`config.mk`:
```
export PLATFORM = sky130hd
export DESIGN_NAME = clock_monitor
export DESIGN_NICKNAME = d
export VERILOG_FILES = /design/src/rtl/clock_monitor.sv
export SDC_FILE = /design/constraint.sdc
export NUM_CORES = 1
export LEC_CHECK = 0
export ABC_AREA = 1
export BUFFER_PORTS_ARGS = -buffer_cell sky130_fd_sc_hd__buf_2
export CORE_MARGIN = 2
export CORE_UTILIZATION = 54
export DETAILED_ROUTE_END_ITERATION = 10
export PLACE_DENSITY = 0.82
export RECOVER_POWER = 100
export SYNTH_ARGS = -nofsm -noshare
export SYNTH_HDL_FRONTEND = slang
export SYNTH_SLANG_ARGS = --single-unit
```
`constraint.sdc`:
```
create_clock -name iCLK -period 1.78 [get_ports iCLK]
set_input_delay 0 -clock iCLK [delete_from_list [all_inputs] [get_ports iCLK]]
set_output_delay 0 -clock iCLK [all_outputs]
set_load 0.1 [all_outputs]
```
`src/rtl/clock_monitor.sv`:
```
`default_nettype none
// ============================================================================
// Module   : clock_monitor
// Purpose  : Samples a slow clock that is asynchronous to iCLK and
//            synchronizes it. Emits one-cycle rise/fall strobes in the iCLK
//            domain, measures the high and low times in iCLK cycles, and
//            flags loss of toggling.
// Ports    : iCLK        - system clock, rising edge
//            RSTn        - synchronous active-low reset
//            clk_in      - monitored slow clock (asynchronous)
//            rise_stb    - one-cycle pulse per accepted rising edge
//            fall_stb    - one-cycle pulse per accepted falling edge
//            high_cycles - last measured high time
//            low_cycles  - last measured low time
//            meas_valid  - both measurements current since last lock/loss
//            lost        - no accepted edge for TIMEOUT cycles
// Options  : CLOCK_MONITOR_GLITCH_FILTER_EN - adds a third sync stage and
//            rejects one-cycle pulses. This adds one cycle of latency.
// Revision : 1.0 - initial release
// ============================================================================
module clock_monitor #(
    parameter int CNT_W   = 8,
    parameter int TIMEOUT = 200
) (
    input  logic             iCLK,
    input  logic             RSTn,
    input  logic             clk_in,
    output logic             rise_stb,
    output logic             fall_stb,
    output logic [CNT_W-1:0] high_cycles,
    output logic [CNT_W-1:0] low_cycles,
    output logic             meas_valid,
    output logic             lost
);

    typedef enum logic [2:0] {
        IDLE   = 3'd0,
        ARMED  = 3'd1,
        MEAS1  = 3'd2,
        LOCKED = 3'd3,
        LOST   = 3'd4
    } state_t;

    localparam logic [CNT_W-1:0] TIMEOUT_CNT = CNT_W'(TIMEOUT);
    localparam logic [CNT_W-1:0] CNT_ONE     = {{(CNT_W-1){1'b0}}, 1'b1};

    state_t           state;
    state_t           state_n;
    logic             s1;
    logic             s2;
    logic             lvl;
    logic [CNT_W-1:0] cnt;
    logic             acc;          // an edge is accepted at the next clock edge
    logic             timeout_now;  // counter saturated with no edge pending
    logic             meas_ok;      // a reference edge exists to measure from

`ifdef CLOCK_MONITOR_GLITCH_FILTER_EN
    logic s3;

    // Accept a new level only once it has been stable for two samples.
    assign acc = (s2 == s3) && (s2 != lvl);

    always_ff @(posedge iCLK) begin
        if (!RSTn) begin
            s3 <= 1'b0;
        end else begin
            s3 <= s2;
        end
    end
`else
    assign acc = (s2 != lvl);
`endif

    assign timeout_now = (cnt == TIMEOUT_CNT) && !acc;
    assign meas_ok     = (state == ARMED) || (state == MEAS1) || (state == LOCKED);

    // Synchronizer, accepted level, strobes, counter and measurements
    always_ff @(posedge iCLK) begin
        if (!RSTn) begin
            s1          <= 1'b0;
            s2          <= 1'b0;
            lvl         <= 1'b0;
            rise_stb    <= 1'b0;
            fall_stb    <= 1'b0;
            cnt         <= '0;
            high_cycles <= '0;
            low_cycles  <= '0;
        end else begin
            s1       <= clk_in;
            s2       <= s1;
            rise_stb <= acc && s2;
            fall_stb <= acc && !s2;
            if (acc) begin
                lvl <= s2;
            end
            // cnt is the number of cycles since the last strobe, counting
            // the strobe cycle itself as 1. It saturates at TIMEOUT.
            if (acc) begin
                cnt <= CNT_ONE;
            end else if (cnt != TIMEOUT_CNT) begin
                cnt <= cnt + CNT_ONE;
            end
            if (acc && meas_ok) begin
                if (s2) begin
                    low_cycles <= cnt;
                end else begin
                    high_cycles <= cnt;
                end
            end
        end
    end

    // State register
    always_ff @(posedge iCLK) begin
        if (!RSTn) begin
            state <= IDLE;
        end else begin
            state <= state_n;
        end
    end

    // Next state and outputs. A pending edge takes priority over a timeout.
    always_comb begin
        state_n    = state;
        meas_valid = 1'b0;
        lost       = 1'b0;
        if (acc) begin
            case (state)
                IDLE:    state_n = ARMED;
                LOST:    state_n = ARMED;
                ARMED:   state_n = MEAS1;
                MEAS1:   state_n = LOCKED;
                LOCKED:  state_n = LOCKED;
                default: state_n = IDLE;
            endcase
        end else if (cnt == TIMEOUT_CNT) begin
            state_n = LOST;
        end
        meas_valid = (state == LOCKED) && !timeout_now;
        lost       = (state == LOST) || timeout_now;
    end

endmodule
`default_nettype wire
```
==> flow_summary.ini <==
[run_status]
run_status = completed

[cells_and_area]
area_growth_pct = 19.7
layout_commonest_cell = sky130_fd_sc_hd__nand2_1
instances_no_fill = 235
post_route_cells_drive_above_1_share_pct = 21.5
final_nets = 211
layout.cell_area.non_filler_um2 = 1670
layout_common_cells = sky130_fd_sc_hd__nand2_1 (40), sky130_fd_sc_hd__dfxtp_1 (31), sky130_fd_sc_hd__a21oi_1 (21), sky130_fd_sc_hd__nand4_1 (19), sky130_fd_sc_hd__inv_1 (17)
antenna-diode-count = 0

[min_path]
hold_path_class = reg -> reg

[timing]
fin_worst_hold_slack_ns = 0.434
fin_worst_skew_ns = 0.0128
timing.setup.tns_ns = 0
post-route-period-util_pct = 95.8
setup_viol = 0
worst_slew_margin_rel_pct = 22.9
worst_slew_pin_slew_ns = 1.16
fin_crit_ns = 1.71
slew_violations = 0
final-hold-violation-count = 0
clock.fmax_ghz = 0.586

[cts]
clock_sinks = 32
cts_made_buffers = 5
clockBufferDepth = 2
number_of_levels_the_h_tree_was_split_into = 2
cts_tree = yes
clk-insertion-delay-late_ns = 0.34
cts_root_buffer = sky130_fd_sc_hd__clkbuf_4
clkTransAtPathRegs_ns = 0.11

[global_route]
busiest_layer = met2
number_of_global_route_vias_before_repair = 1021
met2_track_demand_over_resource_in_global_routing_pct = 34.7
gr-usage-met1_pct = 23.3
global_route_track_usage_on_met3_pct = 10.1
global_route.usage.total_pct = 21.6
grt_pass1_wl_um = 4420
global_route.overflow_total = 0
grt_max_degree = 22
antenna_found_initial = 0

[synth]
synth_top_cells_by_area = sky130_fd_sc_hd__dfxtp_1 (46%), sky130_fd_sc_hd__nand2_1 (11%), sky130_fd_sc_hd__nand4_1 (8.5%)
post-synth-top-area-cell = sky130_fd_sc_hd__dfxtp_1
synth_seq_cells = 32
yosys.cell_types.count = 26
yosys_warnings = 0
synthesis.area_per_instance_um2 = 8.15
post-synth-top-area-fraction_pct = 46.0
synth_async_sr_flop_share_pct = 0
synth_flop_cell = sky130_fd_sc_hd__dfxtp_1
synth_seq_area_share_pct = 46.0
synthesis.area_um2 = 1390
postSynthNetCount = 178
synth_edf_count = 0
syn-instance-count = 171

[critical_path]
critical_path.max_fanout = 5
rr_startpoint = s2$_SDFF_PN0_
critPathCaptureType = primary output
rr_endpoint = low_cycles[7]$_SDFFE_PN0P_
critical_path_class = reg -> out
arrival_ns = 1.71
timing.critical_path.from = cnt[0]$_SDFFE_PN0P_
reg2reg_slack_ns = 0.22
critPathCapture = lost
worstSetupStartpointType = register
worstPathRequired_ns = 1.78
reg2reg_depth = 6

[floorplanning]
io-pin-count = 23
dieHeight_um = 54.8
die_area_um2 = 3000
die_width_um = 54.8
fp-row-count = 18
initial_utilization_pct = 56.8
core_region_area_um2 = 2450

[power]
ir_worst_vdd_mv = 0.864
totalPowerFinal_w = 0.00141
pwr_density_cell_nw_per_um2 = 843
cellLeakagePower_nw = 0.671

[placed_design]
post_placement_cell_area_um2 = 1530
numPlacedInstances = 219
detailed_placement_hpwl_um = 2050
routabilityCongestion = 0.824
port_buffer_count = 22

[flow_run]
max_cap_viol = 0

[detailed_routing]
drt-total-wl_um = 3010
drt-wirelength-per-cell_um = 12.8
drt-vias-per-instance = 5.38
vias = 1264
drt_pass1_iterations = 5
detail_route.iter0.violations = 33
final_antenna_net_count = 0
drcViolationCount = 0
## cell usage after synthesis (2+ instances only)
library cell,number
sky130_fd_sc_hd__ha_1,4
sky130_fd_sc_hd__inv_1,16
sky130_fd_sc_hd__buf_2,2
sky130_fd_sc_hd__nand2_1,40
sky130_fd_sc_hd__nor2_2,3
sky130_fd_sc_hd__nor2_1,6
sky130_fd_sc_hd__nand3_1,6
sky130_fd_sc_hd__a21oi_1,21
sky130_fd_sc_hd__dfxtp_1,32
sky130_fd_sc_hd__nand3_2,2
sky130_fd_sc_hd__buf_6,3
sky130_fd_sc_hd__nand2_2,4
sky130_fd_sc_hd__nand4_1,19
## flip-flops by register name, summed over array words and instances (netlist names), 3 cells and up
name,cells
low_cycles,8
cnt,8
state,3
high_cycles,8
## worst min-delay path by stage
stage / slack, ns / startpoint / to / cells after the start
4_1_cts: 0.44 / s1$_SDFF_PN0_ / s2$_SDFF_PN0_ / 2
5_1_grt: 0.45 / s1$_SDFF_PN0_ / s2$_SDFF_PN0_ / 2
3_5_place_dp: 0.19 / clk_in / s1$_SDFF_PN0_ / 3
6_report: 0.43 / s1$_SDFF_PN0_ / s2$_SDFF_PN0_ / 2
2_1_floorplan: 0.1 / clk_in / s1$_SDFF_PN0_ / 2
3_3_place_gp: 0.19 / clk_in / s1$_SDFF_PN0_ / 3
## area by class of cell
cell class              instances  area [um^2]
clock inverters                 2         35.0
fillers                       204          787
flip-flops and latches         32          644
clock buffers                   6         41.3
multi-input cells             114          632
repair buffers                 33          210
inverters                      18         67.6
well taps                      30         37.5
## timing repair
item,CTS,global route
buffers inserted,0,5
endpoints found under the hold margin,5,0
resized for setup,2,4
hold buffers,3,0
setup endpoints to repair,2,2
pin swaps,0,1
## worst max-delay path: stages (launching register included)
cell                      delay, ns
sky130_fd_sc_hd__dfxtp_4       0.37
sky130_fd_sc_hd__inv_1         0.09
sky130_fd_sc_hd__ha_1          0.15
sky130_fd_sc_hd__nand2_1       0.09
sky130_fd_sc_hd__nor2_4        0.14
sky130_fd_sc_hd__nand2_4       0.08
sky130_fd_sc_hd__nand2_2       0.08
sky130_fd_sc_hd__nand2_2       0.06
sky130_fd_sc_hd__o21ai_2       0.06
sky130_fd_sc_hd__buf_6         0.24
## metal layers
metal,wire (um),vias up
met2,1580,31
met4,53,0
met5,0,-
li1,-,635
met3,181,5
met1,1200,593
## report_power, final
| group | total, W | switching, W | leakage [nW] | internal (W) |
|---|---|---|---|---|
| registers | 0.000735 | 0.00000805 | 0.259 | 0.000726 |
| clock network | 0.000544 | 0.000249 | 0.0422 | 0.000294 |
| logic | 0.000127 | 0.0000858 | 0.370 | 0.0000414 |
## kinds of logic (layout without fill, tap and decap cells)
family          count (synthesis)  in the layout  share of synthesized area, %
compound gates                 23             23                          8.53
xor+xnor                        2              2                          1.26
fa+ha+maj                       4              4                          3.59
buf+inv                        25             59                          9.60
flops                          32             32                          46.0
simple gates                   85             85                          31.1
## through the flow
step,util [%],worst slack [ns]
after floorplan,-,0.145
after global placement,62.2,0.226
after detailed placement,62.2,0.153
after CTS,66.7,0.0135
after global routing,67.9,-0.0115
final,67.9,0.0745
No activity file was read; power rests on OpenSTA's default activity.
